--- config.mk ---
export PLATFORM = sky130hd
export DESIGN_NAME = ascon_ti_share_codec
export DESIGN_NICKNAME = d
export VERILOG_FILES = /design/src/rtl/ascon_ti_share_codec.sv
export SDC_FILE = /design/constraint.sdc
export NUM_CORES = 2
export LEC_CHECK = 0
export ABC_AREA = 1
export ABC_CLOCK_PERIOD_IN_PS = 2800
export BUFFER_PORTS_ARGS = -buffer_cell sky130_fd_sc_hd__buf_2
export CORE_AREA = 2 2 781 783
export DETAILED_ROUTE_END_ITERATION = 8
export DIE_AREA = 0 0 783 785
export PLACE_DENSITY_LB_ADDON = 0.1
export SYNTH_ARGS = -nofsm -noshare
export SYNTH_HDL_FRONTEND = slang
export SYNTH_SLANG_ARGS = --single-unit
--- constraint.sdc ---
create_clock -name clk -period 2.8 [get_ports clk]
set_input_delay 0.14 -clock clk [delete_from_list [all_inputs] [get_ports clk]]
set_output_delay 0.14 -clock clk [all_outputs]
set_load 0.02 [all_outputs]
--- src/rtl/ascon_ti_share_codec.sv ---
// Boundary codec for the 3-share TI Ascon datapath: masks a plain 320-bit state
// into three Boolean shares via an xorshift64 PRNG, or recombines three shares.
module ascon_ti_share_codec (
    input  logic         clk,
    input  logic         rst_n,
    input  logic         seed_valid,
    input  logic [63:0]  seed,
    input  logic         in_valid,
    output logic         in_ready,
    input  logic         in_mode,
    input  logic [319:0] in_s0,
    input  logic [319:0] in_s1,
    input  logic [319:0] in_s2,
    output logic         out_valid,
    input  logic         out_ready,
    output logic [319:0] out_s0,
    output logic [319:0] out_s1,
    output logic [319:0] out_s2,
    output logic         busy
);

    typedef enum logic [1:0] {IDLE, LATCH, GEN, OUT} state_t;

    localparam logic [63:0] PRNG_INIT = 64'h0123_4567_89AB_CDEF;

    state_t         state_q;
    logic [3:0]     cnt_q;
    logic [63:0]    prng_q;
    logic           mode_q;
    logic [319:0]   plain_q;
    logic [319:0]   outS0_q;
    logic [319:0]   outS1_q;
    logic [319:0]   outS2_q;

    logic [63:0]    stepA_d;
    logic [63:0]    stepB_d;
    logic [63:0]    prngStep_d;
    logic [319:0]   share1_d;
    logic [319:0]   share2_d;

    always_comb begin
        stepA_d    = prng_q ^ (prng_q << 13);
        stepB_d    = stepA_d ^ (stepA_d >> 7);
        prngStep_d = stepB_d ^ (stepB_d << 17);
    end

    // Word k lands in share-1 lane k (k < 5) or share-2 lane k-5; lane 0 is the top 64 bits.
    always_comb begin
        share1_d = outS1_q;
        share2_d = outS2_q;
        for (int k = 0; k < 5; k++) begin
            if (cnt_q == 4'(k))
                share1_d[319-64*k -: 64] = prngStep_d;
            if (cnt_q == 4'(k + 5))
                share2_d[319-64*k -: 64] = prngStep_d;
        end
    end

    // Share registers double as the input holding registers between IDLE and LATCH,
    // so unmask inputs need no extra storage.
    always_ff @(posedge clk) begin
        if (!rst_n) begin
            state_q <= IDLE;
            cnt_q   <= 4'd0;
            prng_q  <= PRNG_INIT;
            mode_q  <= 1'b0;
            plain_q <= '0;
            outS0_q <= '0;
            outS1_q <= '0;
            outS2_q <= '0;
        end else begin
            case (state_q)
                IDLE: begin
                    if (seed_valid) begin
                        prng_q <= (seed == 64'd0) ? PRNG_INIT : seed;
                    end else if (in_valid) begin
                        plain_q <= in_s0;
                        outS1_q <= in_s1;
                        outS2_q <= in_s2;
                        mode_q  <= in_mode;
                        state_q <= LATCH;
                    end
                end
                LATCH: begin
                    if (mode_q) begin
                        outS0_q <= plain_q ^ outS1_q ^ outS2_q;
                        outS1_q <= '0;
                        outS2_q <= '0;
                        state_q <= OUT;
                    end else begin
                        cnt_q   <= 4'd0;
                        state_q <= GEN;
                    end
                end
                GEN: begin
                    prng_q  <= prngStep_d;
                    outS1_q <= share1_d;
                    outS2_q <= share2_d;
                    if (cnt_q == 4'd9) begin
                        outS0_q <= plain_q ^ share1_d ^ share2_d;
                        cnt_q   <= 4'd0;
                        state_q <= OUT;
                    end else begin
                        cnt_q <= cnt_q + 4'd1;
                    end
                end
                OUT: begin
                    if (out_ready)
                        state_q <= IDLE;
                end
                default: state_q <= IDLE;
            endcase
        end
    end

    assign in_ready  = (state_q == IDLE) && !seed_valid;
    assign out_valid = (state_q == OUT);
    assign busy      = (state_q != IDLE);
    assign out_s0    = outS0_q;
    assign out_s1    = outS1_q;
    assign out_s2    = outS2_q;

endmodule
==> summary.txt <==
Finish
  – Nets@finish: 17.3k
  – Commonest non-fill, non-tap cell in the layout: nand2_1
  – FILL cells: 69.1k
  – Area Overhead vs Synth: 62.6%
  – Register area: 27100 µm²
  – Proportion of layout cells with a drive suffix above 1: 0.215
  – Area occupied by multi-input gates: 47300 µm²
  – Most frequent cells in the layout: 3469 x nand2_1, 1990 x buf_2, 1848 x a21oi_1
  – Final Cell Area: 131000 µm²

Worst hold path
  – Worst Hold End: out_s1[13]
  – HP Class: input port to register
  – Hold wc startpoint: in_s1[13]
  – Number of cells on the worst hold path: 4

Timing
  – Slew Limit Fails: 0
  – Worst slew pin tran: 1150 ps
  – Clock Skew: 96.3 ps
  – Final hold slack: around 86 ps
  – RSZ-0062 raised after global routing: true
  – Hold Fails Final Rpt: 0
  – Min Tclk post-route: 2780 ps
  – Max Freq: 360 MHz
  – Slew margin rel.: 0.234
  – Endpoints failing setup: 0
  – Period Utilization, post-route: 0.993
  – Final worst slack: 19.7 ps

Routing
  – Drt first-iter violations: 9458
  – Total routed wirelength: about 850000 µm
  – Routed len/inst: 34.3 µm
  – Via count: roughly 110k
  – DRC violations left: 0
  – Number of routed nets with antenna violations: 0
  – Vias per cell: 4.37
  – TritonRoute pass-1 iters: 6

Worst setup path
  – Crit path required time: between 3000 and 4000 ps
  – Most used cell along the critical path: nand2_1
  – Critical path startpoint category: register
  – CP delay by family, top: simple AND/OR/NAND/NOR gates
  – R2R setup slack: 20 ps
  – Reg2reg end: out_s0[307]
  – Slowest stage delay, CP: around 470 ps
  – CP max FO: 10
  – Slowest cell on the critical path: o21ai_0
  – RR Startpoint: prng_q[34]
  – Reg2Reg Depth: 14
  – CP Cell Sequence: inv_1 -> nand2_1 -> nand2_1 -> nand2_1 -> nand2_2 -> inv_2 -> buf_4 -> nand2_1 -> nand2_4 -> buf_12 -> o21ai_0 -> nand3b_1 -> nand3_1 -> a21oi_1
  – Critical Path End Type: register
  – Crit Path Class: register to register
  – Buf+Inv Stages, Crit Path: 4
  – CP arrival: 3650 ps

Placement
  – DP Worst Slack: -600 ps
  – PortBufs: about 2.0k
  – Placed Area: 109000 µm²
  – HPWL Detailed: about 700000 µm
  – GP Congestion: 0.905

Synthesis
  – Most used DFF post-synth: dfxtp_1
  – FF+latch count, synth: 1351
  – Synth Cell Area: between 80000 and 90000 µm²
  – Seq/Total Area, Yosys: 0.336
  – Synth unique cells: 34
  – Synth area leader: dfxtp_1
  – Syn Area/Cell: around 6.4 µm²
  – FFs w/ async S/R, synth: 0
  – Synth Instances: 12.5k
  – Post-synth EDFFs: 0
  – Syn nets: between 10k and 15k
  – Post-synth top area share: 0.336
  – Top cells by area, synth: dfxtp_1 34%, nand2_1 17%, a21oi_1 11%
  – Number of synthesis warnings: 0

Power and ir drop
  – Worst vdd ir: 1.22 mV
  – Total power: 236000 µW
  – Static leakage: ~0.059 µW
  – PD cells: 1810 nW/µm²

Global route
  – Initial antenna violation count: 323
  – First-pass GRT wire length: 1070000 µm
  – Largest net degree at the start of global routing: 93
  – Number of global-route vias before repair: 103k
  – Gr ovfl total: 0
  – Global Route Usage Sum: 0.263

Floorplan
  – Site Rows: 286
  – Die Y: about 800 µm
  – Initial Util: 0.133
  – Core outline area: 605000 µm²
  – Boundary pin count: approximately 2k
  – Die area: 615000 µm²
  – Die width: roughly 800 µm

Clocking
  – Clk slew on worst S/H paths: 60 ps
  – Num CTS Buffers: 207
  – CTS root buffer: clkbuf_16
  – Clk Latency, worst-skew pair: 980 ps
  – Clock buffer depth: 4
  – CTS tree: built
  – H-tree levels: 4
  – TritonCTS Sinks: 1351

Run status
  – Status: finished, final reports clean

Flow run
  – MaxCap Viol Count: 0
synth_stat cells, types with 90 or more instances:
cell / count
nand2_1: 3585
a21oi_1: 1849
o21ai_0: 1423
dfxtp_1: 1351
inv_1: 977
nand3_1: 702
clkbuf_1: 687
xor2_1: 502
nor2_1: 285
a221oi_1: 268
nand3b_1: 159
xnor2_1: 114
o211ai_1: 110
a21boi_0: 100
or2_2: 90
metrics by stage:
stage          setup TNS (ps)   util  instances
3_3_place_gp           -10580  0.179      22700
2_1_floorplan               0      -      12500
4_1_cts                     0  0.215      24500
3_5_place_dp            -9570  0.179      22700
5_1_grt                  -140  0.216      24600
6_report                    0  0.216      24700
per-layer routing:
layer	part of all wire	global-route usage	up-vias	wire length [µm]
li1	-	-	49600	-
met1	0.43	0.333	53300	362000
met2	0.46	0.431	3928	386000
met3	0.061	0.0485	979	51400
met4	0.055	0.119	102	46400
met5	0.00076	0	-	644
worst max-delay path by stage:
stage,from,endpoint,depth (start not counted)
3_5_place_dp,prng_q[4],out_s0[85],11
5_1_grt,state_q[1],out_s2[271],10
2_1_floorplan,state_q[0],out_s1[153],12
4_1_cts,prng_q[34],out_s0[172],17
6_report,prng_q[34],out_s0[307],14
3_3_place_gp,cnt_q[0],out_s2[107],10
final cells by class:
cell class                 count  area share
sequential                  1351       0.207
antenna                      139     0.00266
inverter                     997      0.0293
tap                         8064      0.0771
clock inverter                50     0.00472
clock buffer                 311      0.0462
timing repair buffer        4406       0.272
multi-input combinational   9338       0.361
timing repair:
item / in CTS / in global routing
resized for setup: 28 / 84
endpoints found under the hold margin: 1105 / 0
hold buffers: 1471 / 0
pin swaps: 1 / 2
buffers inserted: 2 / 17
gates cloned: 0 / 1
endpoints found under the setup margin: 70 / 165
tightest hold or removal path: cells and delay by family:
family	cells	cell delay (ps)
compound gates	2	220
buf+inv	2	670
flip-flops by register name, indices dropped and copies added (netlist names):
| signal | flops |
|---|---|
| state_q | 2 |
| out_s1 | 320 |
| out_s0 | 320 |
| out_s2 | 320 |
| cnt_q | 4 |
| mode_q | 1 |
| prng_q | 64 |
| plain_q | 320 |
report_power, final:
group          internal [µW]  switching [µW]
Sequential             25700            8010
Combinational          49700          126000
Clock                  15400           12000
kinds of logic (layout without fill, tap and decap cells):
logic type / after synthesis / count (layout) / synth area share
other: 0 / 139 / 0
and+or+nand+nor: 4847 / 4847 / 0.248
buffers and inverters: 1843 / 5764 / 0.0873
AOI/OAI and AO/OA: 3870 / 3870 / 0.261
adders and majority gates: 4 / 4 / 0.000622
DFF: 1351 / 1351 / 0.336
xor gates and xnor gates: 617 / 617 / 0.0672
Note: power is estimated with default switching activity, not from simulation.
